## src/rtl/fetch_pkg.sv

```systemverilog
// Shared types and helpers for the program-counter / fetch-sequencing stage.
package fetch_pkg;

  typedef enum logic [1:0] {
    ST_RUN   = 2'd0,
    ST_HALT  = 2'd1,
    ST_FAULT = 2'd2
  } fetch_state_e;

  localparam logic [31:0] INSTR_BYTES      = 32'd4;
  localparam logic [31:0] DEFAULT_RESET_PC = 32'h0000_0000;

  // A fetch address is legal when word aligned and inside instruction memory.
  function automatic logic is_fetch_ok(input logic [31:0] addr, input logic [31:0] depth);
    return (addr[1:0] == 2'b00) && ({2'b00, addr[31:2]} < depth);
  endfunction

endpackage

```

## src/rtl/pc_fetch_unit_next_pc_sel.sv

```systemverilog
// Combinational next-PC priority mux with fetch-address fault check.
module next_pc_sel
  import fetch_pkg::*;
#(
  parameter int IMEM_DEPTH = 32
) (
  input  logic [31:0] pc,
  input  logic        stall,
  input  logic        redirect,
  input  logic [31:0] redirect_target,
  input  logic        last_instr_flag,
  output logic [31:0] cand,
  output logic        take,
  output logic        fault_now
);

  logic w_ok;
  logic w_advance;

  assign cand      = redirect ? redirect_target : (pc + INSTR_BYTES);
  assign w_ok      = is_fetch_ok(cand, 32'(IMEM_DEPTH));
  // The sentinel and stalls both suppress any PC movement or fault.
  assign w_advance = !last_instr_flag && !stall;
  assign take      = w_advance && w_ok;
  assign fault_now = w_advance && !w_ok;

endmodule

```

## src/rtl/pc_fetch_unit.sv

```systemverilog
// Program counter, fetch state machine and retired-fetch counter feeding instruction memory.
module pc_fetch_unit
  import fetch_pkg::*;
#(
  parameter logic [31:0] RESET_PC   = DEFAULT_RESET_PC,
  parameter int          IMEM_DEPTH = 32,
  parameter int          CNT_W      = 16
) (
  input  logic             clk,
  input  logic             rst_n,
  input  logic             stall,
  input  logic             redirect,
  input  logic [31:0]      redirect_target,
  input  logic             last_instr_flag,
  output logic [31:0]      imem_addr,
  output logic [31:0]      pc,
  output logic [31:0]      pc_plus4,
  output logic             fetch_valid,
  output logic             halted,
  output logic             fault,
  output logic [31:0]      fault_pc,
  output logic [CNT_W-1:0] retired_cnt
);

  localparam logic [CNT_W-1:0] CNT_ONE = {{(CNT_W-1){1'b0}}, 1'b1};

  fetch_state_e     r_state;
  logic [31:0]      r_pc;
  logic             r_halted;
  logic             r_fault;
  logic [31:0]      r_fault_pc;
  logic [CNT_W-1:0] r_retired_cnt;

  logic [31:0] w_cand;
  logic        w_take;
  logic        w_fault_now;

  next_pc_sel #(
    .IMEM_DEPTH(IMEM_DEPTH)
  ) u_next_pc_sel (
    .pc              (r_pc),
    .stall           (stall),
    .redirect        (redirect),
    .redirect_target (redirect_target),
    .last_instr_flag (last_instr_flag),
    .cand            (w_cand),
    .take            (w_take),
    .fault_now       (w_fault_now)
  );

  always_ff @(posedge clk or negedge rst_n) begin
    if (!rst_n) begin
      r_state       <= ST_RUN;
      r_pc          <= RESET_PC;
      r_halted      <= 1'b0;
      r_fault       <= 1'b0;
      r_fault_pc    <= 32'h0;
      r_retired_cnt <= '0;
    end else begin
      case (r_state)
        ST_RUN: begin
          if (last_instr_flag) begin
            r_state  <= ST_HALT;
            r_halted <= 1'b1;
          end else if (w_take) begin
            r_pc <= w_cand;
            if (r_retired_cnt != '1)
              r_retired_cnt <= r_retired_cnt + CNT_ONE;
          end else if (w_fault_now) begin
            r_state    <= ST_FAULT;
            r_fault    <= 1'b1;
            r_fault_pc <= w_cand;
          end
        end
        default: ;  // HALT and FAULT hold everything until reset
      endcase
    end
  end

  assign imem_addr   = {2'b00, r_pc[31:2]};
  assign pc_plus4    = r_pc + INSTR_BYTES;
  assign pc          = r_pc;
  assign fetch_valid = (r_state == ST_RUN) && !last_instr_flag;
  assign halted      = r_halted;
  assign fault       = r_fault;
  assign fault_pc    = r_fault_pc;
  assign retired_cnt = r_retired_cnt;

endmodule

```

## config.mk

```make
export PLATFORM = sky130hd
export DESIGN_NAME = pc_fetch_unit
export DESIGN_NICKNAME = d
export VERILOG_FILES = /design/src/rtl/fetch_pkg.sv /design/src/rtl/pc_fetch_unit_next_pc_sel.sv /design/src/rtl/pc_fetch_unit.sv
export SDC_FILE = /design/constraint.sdc
export NUM_CORES = 1
export LEC_CHECK = 0
export BUFFER_PORTS_ARGS = -buffer_cell sky130_fd_sc_hd__buf_2
export CAP_MARGIN = 20
export CORE_MARGIN = 5
export CORE_UTILIZATION = 30
export CTS_CLUSTER_SIZE = 12
export DETAILED_ROUTE_END_ITERATION = 10
export PLACE_DENSITY = 0.58
export RECOVER_POWER = 100
export SLEW_MARGIN = 5
export SYNTH_ARGS = -nofsm -noshare
export SYNTH_HDL_FRONTEND = slang
export SYNTH_SLANG_ARGS = --single-unit
```

## constraint.sdc

```tcl
create_clock -name clk -period 10.6 [get_ports clk]
set_input_delay 2.12 -clock clk [delete_from_list [all_inputs] [get_ports clk]]
set_output_delay 2.12 -clock clk [all_outputs]
set_load 0.01 [all_outputs]
```

# Yosys cells after proc, flatten, opt, wreduce, memory -nomap -nowiden
# Index checks and enable logic that the tools add are counted.
# Widths: inputs -> output; s select.
word_totals:
  mem_count: 0
  inputBits: 37
  ram_bits: 0
  latchBits: 0
  register_bits: 84
  romBits: 0
classes:
  n_shift: 0
  n_eq_ne: 2
  n_mul: 0
  muxes: 4
  n_addsub: 2
  div: 0
  n_reduce_logical: 16
  n_lt_le_gt_ge: 1
  n_bitwise: 2
ops:
  columns: ["cell", "count"]
  rows:
  - ["$add 32x3->32 const B", 1]
  - ["$mux 32", 1]
  - ["$lt 30x6->1 const B", 1]
  - ["$add 16x1->16 const B", 1]
  - ["$ne 16x16->1 const B", 1]
  - ["$reduce_and 4->1", 2]
  - ["$mux 2", 3]
  - ["$reduce_and 3->1", 2]
  - ["$logic_and 1x1->1", 5]
  - ["$logic_not 2->1", 2]
  - ["$logic_not 1->1", 3]
  - ["$ne 2x2->1 const B", 1]
  - ["$not 1->1", 2]
  - ["$reduce_and 2->1", 1]
  - ["$reduce_bool 2->1", 1]

# Logic depth before layout (Yosys ltp)
# Gate-level depths: netlist (run 1).
logic_depth:
  word_depth: 9
  mapped_depth: 13
  ltp_nobuf: 10

# By module
# Synthesis (run 1) repeated with hierarchy kept, for this count alone.
hier_totals:
  cells_unflattened: 620
  area_unflattened_um2: 5377.7
by_module_without_submodules:
  columns: ["mod", "area_per_inst_um2", "cells_per_inst", "seq_area_each_um2", "instances"]
  rows:
  - ["pc_fetch_unit", 4130.2, 413, 2102.0, 1]
  - ["next_pc_sel", 1247.4, 207, 0.0, 1]

# Worst setup path after synthesis (run 1)
# OpenSTA, ideal clock, no wires.
synth_path:
  path_kind: "in2out"
  startpoint: "in last_instr_flag"
  endpoint: "out fetch_valid"
  arrival_ps: 2470
  stages: 1
  path_slack_ps: 6010
  required_time_ps: 8480
  cell_sequence: "nor3_1"
synth_between:
  elab_chain_cells: 2
synth_lines:
  columns: ["element", "line", "source"]
  rows:
  - ["start: declaration", "pc_fetch_unit.sv:14", "input logic last_instr_flag,"]
  - ["$logic_not 1->1", "pc_fetch_unit.sv:83", "assign fetch_valid = (r_state == ST_RUN) && !last_instr_flag;"]
  - ["$logic_and 1x1->1", "pc_fetch_unit.sv:83", null]
  - ["end: declaration", "pc_fetch_unit.sv:18", "output logic fetch_valid,"]
# Every way passes these cells.

# Final worst setup path (run 1)
layout_path:
  startpoint: "in redirect"
  endpoint: "reg r_fault_pc[28], in the netlist fault_pc[28]"
layout_between:
  elab_chain_cells: 6
  elab_cells_between_ends: 9
  classes_between: "order compare: 1; mux: 1; bitwise: 1; reduce/logical: 6"
layout_lines:
  columns: ["element", "line", "source"]
  rows:
  - ["start: declaration", "pc_fetch_unit.sv:12", "input logic redirect,"]
  - ["$mux 32 *", "pc_fetch_unit_next_pc_sel.sv:20", "assign cand = redirect ? redirect_target : (pc + INSTR_BYTES);"]
  - ["$lt 30x6->1 / $logic_not 2->1 (equally long branches)", "fetch_pkg.sv:15", "return (addr[1:0] == 2'b00) && ({2'b00, addr[31:2]} < depth);"]
  - ["$logic_and 1x1->1", "fetch_pkg.sv:15", null]
  - ["$logic_not 1->1 / $logic_and 1x1->1 (equally long branches)", "pc_fetch_unit_next_pc_sel.sv:25, pc_fetch_unit_next_pc_sel.sv:24", null]
  - ["$logic_and 1x1->1 / $not 1->1 (equally long branches)", null, null]
  - ["$reduce_and 4->1 (no line)", null, null]
  - ["end signal: assignment", "pc_fetch_unit.sv:72", "r_fault_pc <= w_cand;"]
  - ["end: declaration", "pc_fetch_unit.sv:31", "logic [31:0] r_fault_pc;"]
# Mark *: on every way between the ends. The rest lies on a longest branch, timed or not.
# A chain may end at the register's enable or synchronous reset.

==> flow_metrics.env, run 1 <==
export IMPL_clockBufferDepth=2
export IMPL_synthSimpleGateAreaFrac_pct=22.2
export IMPL_start_util_pct=30.7
export IMPL_grt_setup_unrepaired="no"
export IMPL_clk_pin_slew_worst_paths_ns=0.06
export IMPL_area_growth_syn_to_layout_pct=19.8
export IMPL_clock_latency_ns=0.34
export IMPL_first_global_vias=3878
export IMPL_synthMuxAreaShare_pct=7.60
export IMPL_critPathSlowestCell="clkbuf_1"
export IMPL_synthArstFlopShare_pct=100
export IMPL_regArea_mm2=0.00210
export IMPL_placementRows=45
export IMPL_vias=4076
export IMPL_routed_wirelength_mm=15.0
export IMPL_synth_compound_area_share_pct=8.30
export IMPL_violations="capacitance limit, slew limit"
export IMPL_cp_start_kind="input port"
export IMPL_die_area_mm2=0.0183
export IMPL_cts_tree="yes"
export IMPL_irDropWorstVdd_mv=0.0612
export IMPL_whs_ns=0.464
export IMPL_cpPeakStageDelay_ns=1.22
export IMPL_hold_viol=0
export IMPL_ys_flop_type="dfrtp_1"
export IMPL_grt_pass1_wl_mm=22.5
export IMPL_synth_top_area_share_pct=44.7
export IMPL_drt_wirelength_per_cell_um=17.9
export IMPL_timing_final_crit_share_pct=70.7
export IMPL_gp_congestion=0.837
export IMPL_fin_worst_skew_ns=0.0107
export IMPL_post_cts_buffers=0
export IMPL_cts_buffers=9
export IMPL_path_max_fanout=42
export IMPL_arrival_ns=7.72
export IMPL_grt_start_max_net_pins=50
export IMPL_h_tree_depth=3
export IMPL_synth_top_family_by_area="simple AND/OR/NAND/NOR gates"
export IMPL_cp_cell_sequence="buf_2, clkbuf_1, clkinv_1, clkbuf_1, nor4_1, o221ai_1, a211oi_1, nand4b_1, o31ai_1, buf_4, mux2_2"
export IMPL_overflow=0
export IMPL_worstSetupPathType="input port to register"
export IMPL_maxCapViolCount=4
export IMPL_fillerInstances=1643
export IMPL_fp_dieW_um=135
export IMPL_cts_root_buf="clkbuf_16"
export IMPL_hold_path_class="register to register"
export IMPL_finalSetupTns_ns=0
export IMPL_dp_cells=819
export IMPL_syn_area_mm2=0.00471
export IMPL_hold_depth=1
export IMPL_period_minus_slack_ns=7.50
export IMPL_ys_types=56
export IMPL_rr_endpoint="fault_pc[28]"
export IMPL_cts_resized=0
export IMPL_routed_via_density=4.88
export IMPL_core_region_area_mm2=0.0153
export IMPL_grt_usage_pct=15.8
export IMPL_cts_sinks=84
export IMPL_critical_path_endpoint_type="register"
export IMPL_yosys_area_top_type="dfrtp_1"
export IMPL_critPathMostFrequentCell="clkbuf_1"
export IMPL_cts_hold_buf=0
export IMPL_final_instance_count_excl_fill=835
export IMPL_io_pins=184
export IMPL_drive_above_1_share_pct=12.3
export IMPL_drtPass1Iterations=4
export IMPL_synth_xor_area_share_pct=7.82
export IMPL_route_antenna_remaining_nets=0
export IMPL_tightest_slew_ns=2.56
export IMPL_ys_seq_area_share_pct=44.7
export IMPL_dp_hpwl_mm=11.7
export IMPL_p_per_area_mw_per_mm2=131
export IMPL_r2r_slack_ns=5.11
export IMPL_synth_area_leaders="dfrtp_1, buf_4, xnor2_1, mux2_2, o21ai_0"
export IMPL_route_detailed_drc=0
export IMPL_crit_required_ns=10.82
export IMPL_initialDrtViolationCount=231
export IMPL_min_to="fault"
export IMPL_synth_edff_count=0
export IMPL_slew_limit_headroom_pct=-70.7
export IMPL_fp_dieH_um=135
export IMPL_multi_input_area_mm2=0.00216
export IMPL_nets=658
export IMPL_reg2regPathDepth=10
export IMPL_final_util_pct=36.8
export IMPL_antenna_found_initial=1
export IMPL_outcome="finished with violations"
export IMPL_hold_start="fault"
export IMPL_synthAdderAreaFrac_pct=0.532
export IMPL_ys_seq_elements=84
export IMPL_dpl_instance_area_mm2=0.00555
export IMPL_synthCells=479
export IMPL_p_leak_nw=2.48
export IMPL_avgSynthCellArea_um2=9.82
export IMPL_yosys_warnings=0
export IMPL_finalMaxSlewViolations=154
export IMPL_diodes=0
export IMPL_max_freq_ghz=0.133
export IMPL_postLayoutCellArea_mm2=0.00564
export IMPL_setup_violations=0
export IMPL_io_buffers=181
export IMPL_rr_startpoint="pc[3]"
layer usage:
layer | GRT usage, % | part of all wire [%] | vias to the layer above
met2 | 24.8 | 46 | 193
li1 | - | - | 1920
met3 | 5.09 | 10 | 17
met1 | 21.1 | 42 | 1944
met4 | 4.31 | 1.5 | 2
met5 | 0 | 0.12 | -
logic make-up (layout without fill, tap and decap cells):
family	after synthesis	count (layout)
AOI/OAI and AO/OA	59	59
xor gates and xnor gates	42	42
adders and majority gates	2	2
buffers and inverters	70	214
DFF	84	84
muxes	33	33
other	1	2
and+or+nand+nor	188	188
Yosys cell counts (2+ instances only):
cell       n
a211oi_1   2
a21oi_1    4
a22o_1     3
and2_1     2
and3_1     9
and4_1     2
buf_2      2
buf_4     36
buf_6      2
clkbuf_1  17
dfrtp_1   84
ha_1       2
inv_1     11
mux2_2    18
mux2i_1   14
nand2_1   40
nand2b_1  10
nand3_1   24
nand4_1   15
nor2_1    22
nor2b_1   24
nor3_1    13
nor4_1    10
nor4_4     2
o21a_1     2
o21ai_0   31
o31ai_1    4
or2_2      2
or3_1      2
or4_1      3
or4_4      2
xnor2_1   29
xor2_1    13
cells in the final DEF (no fill, tap or decap), types with 3 or more instances in the layout:
cell and count:
nand4_1 16, nor3_1 13, a22o_1 3, a21oi_1 4
nor2_1 22, buf_2 37, clkbuf_1 149, mux2i_1 14
or4_1 3, nor4_1 10, xor2_1 13, dfrtp_1 84
o31ai_1 5, nand3_1 24, nand2_1 41, xnor2_1 29
mux2_2 18, inv_1 11, nor2b_1 24, clkbuf_16 9
nand2b_1 10, o21ai_0 32, and3_1 9
final cells by class:
type / count / share of cell area [%]
clock inverter: 5 / 1.47
multi-input combinational: 326 / 38.3
tap: 211 / 4.68
sequential: 84 / 37.3
inverter: 12 / 0.799
clock buffer: 11 / 4.13
timing repair buffer: 186 / 13.3
registers in the layout (all words and copies together), names as in the netlist:
signal       cells
fault            1
fault_pc        32
halted           1
pc              32
r_state          2
retired_cnt     16
critical path: cells and delay by family:
kind                   cells  cell delay [ns]
muxes                      1             0.38
and+or+nand+nor            2             0.77
buffers and inverters      5             2.78
AOI/OAI and AO/OA          3             1.64
through the flow:
step / power, mW / setup slack, ns
final: 0.736 / 3.10
after global routing: 0.765 / 2.62
after CTS: 0.750 / 5.22
after detailed placement: 0.410 / 4.96
after global placement: 0.409 / 5.10
after floorplan: 0.374 / 6.01
where the power goes:
group	switching (mW)	internal, mW
sequential	0.00734	0.333
clock	0.128	0.208
combinational	0.0370	0.0227
total	0.172	0.563
worst max path at each step:
| stage | from | to | slack (ns) | cells after the start |
|---|---|---|---|---|
| 2_1_floorplan | last_instr_flag | fetch_valid | 6.01 | 1 |
| 3_3_place_gp | redirect | fault_pc[28] | 5.10 | 11 |
| 3_5_place_dp | redirect | fault_pc[28] | 4.96 | 11 |
| 4_1_cts | pc[2] | pc_plus4[20] | 5.22 | 6 |
| 5_1_grt | redirect | fault_pc[12] | 2.62 | 11 |
| 6_report | redirect | fault_pc[28] | 3.10 | 11 |
(Power assumes the default switching activity.)
==> inputs of run 2 (changes only) <==
==> constraint.sdc (replaced) <==
create_clock -name clk -period 6.9 [get_ports clk]
set_input_delay 1.38 -clock clk [delete_from_list [all_inputs] [get_ports clk]]
set_output_delay 1.38 -clock clk [all_outputs]
set_load 0.01 [all_outputs]
==> run 2 against run 1 <==
Net effect: the flow still finishes with violations (capacitance limit, slew limit); wire length decreased by 1.4%; clock skew increased by 0.0032 ns; sequential power increased by 54%; cell area decreased by 0.22%; non-clock buffer count decreased by 1; global-route usage decreased by 0.057 points; cell count decreased by 0.12%; combinational power increased by 52%; total power increased by 50%; die area unchanged; critical path depth decreased by 1; sequential share of layout area increased by 0.083 points; critical path type is now register to register; critical endpoint unchanged.
==> flow_metrics.env, run 2 (synthesized netlist as in run 1, its figures left out) <==
export IMPL_clock_latency_ns=0.34
export IMPL_antenna_found_initial=2
export IMPL_fin_worst_skew_ns=0.0138
export IMPL_critical_path_top_delay_family="simple AND/OR/NAND/NOR gates"
export IMPL_crit_required_ns=7.12
export IMPL_hold_viol=0
export IMPL_timing_final_crit_share_pct=72.0
export IMPL_vias=4089
export IMPL_worstSetupPathType="register to register"
export IMPL_h_tree_depth=3
export IMPL_initialDrtViolationCount=192
export IMPL_overflow=0
export IMPL_max_freq_ghz=0.201
export IMPL_rr_startpoint="pc[2]"
export IMPL_path_max_fanout=42
export IMPL_core_region_area_mm2=0.0153
export IMPL_final_instance_count_excl_fill=834
export IMPL_clockBufferDepth=2
export IMPL_grt_start_max_net_pins=85
export IMPL_whs_ns=0.472
export IMPL_violations="capacitance limit, slew limit"
export IMPL_post_cts_buffers=0
export IMPL_p_per_area_mw_per_mm2=197
export IMPL_route_antenna_remaining_nets=0
export IMPL_rr_endpoint="fault_pc[28]"
export IMPL_slew_limit_headroom_pct=-55.2
export IMPL_first_global_vias=4066
export IMPL_critical_path_endpoint_type="register"
export IMPL_outcome="finished with violations"
export IMPL_layout_commonest_cell="clkbuf_1"
export IMPL_routed_wirelength_mm=14.8
export IMPL_start_util_pct=30.7
export IMPL_dp_cells=817
export IMPL_critPathSlowestCell="nor4_1"
export IMPL_finalMaxSlewViolations=87
export IMPL_cp_num_buf_inv=1
export IMPL_irDropWorstVdd_mv=0.108
export IMPL_grt_pass1_wl_mm=22.5
export IMPL_cts_hold_buf=0
export IMPL_hold_path_class="register to register"
export IMPL_finalSetupTns_ns=0
export IMPL_fp_dieH_um=135
export IMPL_arrival_ns=5.19
export IMPL_fp_dieW_um=135
export IMPL_cp_start_kind="register"
export IMPL_io_pins=184
export IMPL_diodes=0
export IMPL_period_minus_slack_ns=4.97
export IMPL_drtPass1Iterations=4
export IMPL_cts_sinks=84
export IMPL_reg2regPathDepth=10
export IMPL_cts_resized=0
export IMPL_die_area_mm2=0.0183
export IMPL_cts_buffers=9
export IMPL_placementRows=45
export IMPL_grt_usage_pct=15.8
export IMPL_route_detailed_drc=0
export IMPL_tightest_slew_ns=2.33
export IMPL_cts_tree="yes"
export IMPL_setup_violations=0
export IMPL_area_growth_syn_to_layout_pct=19.5
export IMPL_fillerInstances=1658
export IMPL_clk_pin_slew_worst_paths_ns=0.07
export IMPL_routed_via_density=4.90
export IMPL_final_cell_mix="clkbuf_1, dfrtp_1, nand2_1, buf_2, o21ai_0"
export IMPL_startpoint="pc[2]"
export IMPL_maxCapViolCount=2
export IMPL_cts_root_buf="clkbuf_16"
export IMPL_r2r_slack_ns=1.93
export IMPL_io_buffers=181
export IMPL_drive_above_1_share_pct=12.5
export IMPL_drt_wirelength_per_cell_um=17.7
export IMPL_dp_hpwl_mm=11.5
export IMPL_grt_setup_unrepaired="no"
export IMPL_cpPeakStageDelay_ns=0.96
export IMPL_p_leak_nw=2.46
export IMPL_cp_num_cells=10
export IMPL_gp_congestion=0.841
export IMPL_cp_cell_sequence="ha_1, nand4_1, nor4_1, nand3_1, xnor2_1, mux2_1, or4_1, o31ai_4, buf_4, mux2_2"
export IMPL_cp_endpoint="fault_pc[28]"
export IMPL_nets=657
[run 2: metrics by stage]
| step | power (mW) | setup slack [ns] | cell area [um^2] | util [%] |
|---|---|---|---|---|
| 2_1_floorplan | 0.575 | 3.09 | 4710 | - |
| 3_3_place_gp | 0.627 | 1.78 | 5530 | 36.1 |
| 3_5_place_dp | 0.629 | 1.68 | 5530 | 36.1 |
| 4_1_cts | 1.13 | 2.05 | 5840 | 38.1 |
| 5_1_grt | 1.15 | 1.21 | 5620 | 36.7 |
| 6_report | 1.11 | 1.93 | 5620 | 36.7 |
[run 2: how the worst min path moves through the flow]
stage                startpoint     endpoint  slack [ns]  cells after the start
floorplan            r_state[0]       halted        0.44                      1
global placement         halted       halted        0.46                      1
detailed placement       halted       halted        0.46                      1
CTS                      halted       halted        0.48                      1
global route        fault_pc[1]  fault_pc[1]        0.50                      2
finish                   halted       halted        0.47                      1
[run 2: cell type report]
cell class,instances,area [um^2],share of cell area [%]
Inverter,12,45.0,0.801
Clock inverter,6,68.8,1.22
Sequential cell,84,2100,37.4
Clock buffer,10,239,4.25
Multi-Input combinational cell,326,2150,38.3
Tap cell,211,264,4.70
Timing Repair Buffer,185,752,13.4
[run 2: where the power goes]
group | switching (mW) | total [mW] | leakage, nW | internal (mW)
clock | 0.200 | 0.493 | 0.149 | 0.293
combinational | 0.0564 | 0.0906 | 1.19 | 0.0342
sequential | 0.0117 | 0.523 | 1.12 | 0.511
total | 0.269 | 1.11 | 2.46 | 0.838
[run 2: routing by layer]
layer  track usage [%]  wire length, um  vias to the layer above
met5                 0               36                        -
li1                  -                -                     1921
met4              5.82              341                        4
met1              20.2             6310                     1966
met2              24.8             6800                      172
met3              5.35             1280                       26
==> inputs of run 3 (changes only) <==
==> constraint.sdc (replaced) <==
create_clock -name clk -period 4.7 [get_ports clk]
set_input_delay 0.94 -clock clk [delete_from_list [all_inputs] [get_ports clk]]
set_output_delay 0.94 -clock clk [all_outputs]
set_load 0.01 [all_outputs]
==> run 3 against run 2 <==
Net effect: the run still ends with capacitance limit, slew limit left; critical endpoint is now retired_cnt[1]; core utilization increased by 0.14 points; highest routed layer unchanged; clock power grew 44%; sequential share of layout area decreased by 0.14 points.
==> flow_metrics.env, run 3 (synthesized netlist as in run 1, its figures left out) <==
export IMPL_reg2regPathDepth=11
export IMPL_max_freq_ghz=0.228
export IMPL_hold_path_class="register to register"
export IMPL_cp_start_kind="register"
export IMPL_layout_commonest_cell="clkbuf_1"
export IMPL_critPathSlowestCell="or4_1"
export IMPL_dp_hpwl_mm=11.9
export IMPL_grt_setup_unrepaired="no"
export IMPL_cp_num_cells=11
export IMPL_drive_above_1_share_pct=13.3
export IMPL_finalSetupTns_ns=0
export IMPL_hold_viol=0
export IMPL_routed_via_density=4.92
export IMPL_maxCapViolCount=1
export IMPL_cp_cell_sequence="ha_1, nand4_1, or4_1, nor4_1, xnor2_1, a41oi_1, or4_4, nor4_1, buf_4, nand2_2, mux2_1"
export IMPL_arrival_ns=4.60
export IMPL_io_buffers=181
export IMPL_die_area_mm2=0.0183
export IMPL_irDropWorstVdd_mv=0.181
export IMPL_routed_wirelength_mm=15.5
export IMPL_violations="capacitance limit, slew limit"
export IMPL_drt_wirelength_per_cell_um=18.5
export IMPL_period_minus_slack_ns=4.38
export IMPL_post_cts_buffers=0
export IMPL_cts_buffers=9
export IMPL_vias=4121
export IMPL_worstSetupPathType="register to register"
export IMPL_route_antenna_remaining_nets=0
export IMPL_cp_num_buf_inv=1
export IMPL_slew_limit_headroom_pct=-94.6
export IMPL_setup_violations=0
export IMPL_antenna_found_initial=1
export IMPL_h_tree_depth=3
export IMPL_clock_latency_ns=0.35
export IMPL_final_cell_mix="clkbuf_1, dfrtp_1, nand2_1, buf_2, o21ai_0"
export IMPL_core_region_area_mm2=0.0153
export IMPL_nets=660
export IMPL_tightest_slew_ns=2.92
export IMPL_cts_resized=0
export IMPL_critPathMostFrequentCell="nor4_1"
export IMPL_critical_path_top_delay_family="simple AND/OR/NAND/NOR gates"
export IMPL_first_global_vias=4082
export IMPL_timing_final_crit_share_pct=93.2
export IMPL_cpPeakStageDelay_ns=0.65
export IMPL_clk_pin_slew_worst_paths_ns=0.06
export IMPL_gp_congestion=0.871
export IMPL_start_util_pct=30.7
export IMPL_critical_path_endpoint_type="register"
export IMPL_path_max_fanout=36
export IMPL_placementRows=45
export IMPL_hold_depth=1
export IMPL_outcome="finished with violations"
export IMPL_p_per_area_mw_per_mm2=286
export IMPL_p_leak_nw=2.47
export IMPL_crit_required_ns=4.92
export IMPL_io_pins=184
export IMPL_grt_start_max_net_pins=53
export IMPL_fp_dieW_um=135
export IMPL_area_growth_syn_to_layout_pct=19.9
export IMPL_cts_sinks=84
export IMPL_fin_worst_skew_ns=0.0120
export IMPL_finalMaxSlewViolations=53
export IMPL_cts_tree="yes"
export IMPL_cts_root_buf="clkbuf_16"
export IMPL_clockBufferDepth=2
export IMPL_fp_dieH_um=135
export IMPL_power_mw=1.62
export IMPL_grt_usage_pct=16.5
export IMPL_overflow=0
export IMPL_cts_hold_buf=0
export IMPL_route_detailed_drc=0
export IMPL_drtPass1Iterations=4
export IMPL_initialDrtViolationCount=206
export IMPL_grt_pass1_wl_mm=23.7
export IMPL_diodes=0
==> run 3: worst paths after layout <==
check | startpoint | end | slack, ns
worst max-delay path | pc[2] | retired_cnt[1] | 0.32
worst min-delay path | r_state[0] | halted | 0.47
worst max register to register | pc[2] | retired_cnt[1] | 0.32
worst min register to register | r_state[0] | halted | 0.47
max in group asynchronous | rst_n | fault_pc[10] | 1.10
min in group asynchronous | rst_n | retired_cnt[9] | 1.54
==> run 3: worst reg2reg max path, cell delays in order, from the launching register on <==
cell and delay (ns):
dfrtp_1 0.47, ha_1 0.29, nand4_1 0.31, or4_1 0.65
nor4_1 0.38, xnor2_1 0.23, a41oi_1 0.16, or4_4 0.55
nor4_1 0.30, buf_4 0.44, nand2_2 0.15, mux2_1 0.34
==> run 3: layout make-up <==
class,instances,area [um^2]
fillers,1642,9670
multi-input cells,326,2150
flip-flops and latches,84,2100
repair buffers,188,783
well taps,211,264
clock buffers,11,233
clock inverters,5,62.6
inverters,12,45.0
==> run 3: report_power, final <==
part / internal [mW] / leakage (nW) / switching [mW]
Clock: 0.414 / 0.136 / 0.297
Combinational: 0.0521 / 1.22 / 0.0847
Sequential: 0.751 / 1.12 / 0.0166
Total: 1.22 / 2.47 / 0.398
==> run 3: per-layer routing <==
metal | routed length [um] | part of all wire [%] | vias to the layer above | track usage (%)
met5 | 13 | 0.084 | - | 0
met4 | 148 | 0.96 | 2 | 3.64
met3 | 1260 | 8.2 | 13 | 5.20
met2 | 7210 | 47 | 164 | 26.4
met1 | 6850 | 44 | 2016 | 22.1
li1 | - | - | 1926 | -
==> run 3: metrics by stage <==
| stage | hold slack, ns | cells | setup WS, ns | util [%] | area, um^2 |
|---|---|---|---|---|---|
| after floorplan | 0.442 | 480 | 0.894 | - | 4710 |
| final | 0.469 | 837 | 0.319 | 36.9 | 5640 |
| after global routing | 0.497 | 837 | 0.124 | 36.9 | 5640 |
| after detailed placement | 0.466 | 821 | 0.436 | 36.4 | 5580 |
| after CTS | 0.475 | 837 | 0.431 | 38.3 | 5870 |
| after global placement | 0.455 | 821 | 0.603 | 36.4 | 5580 |
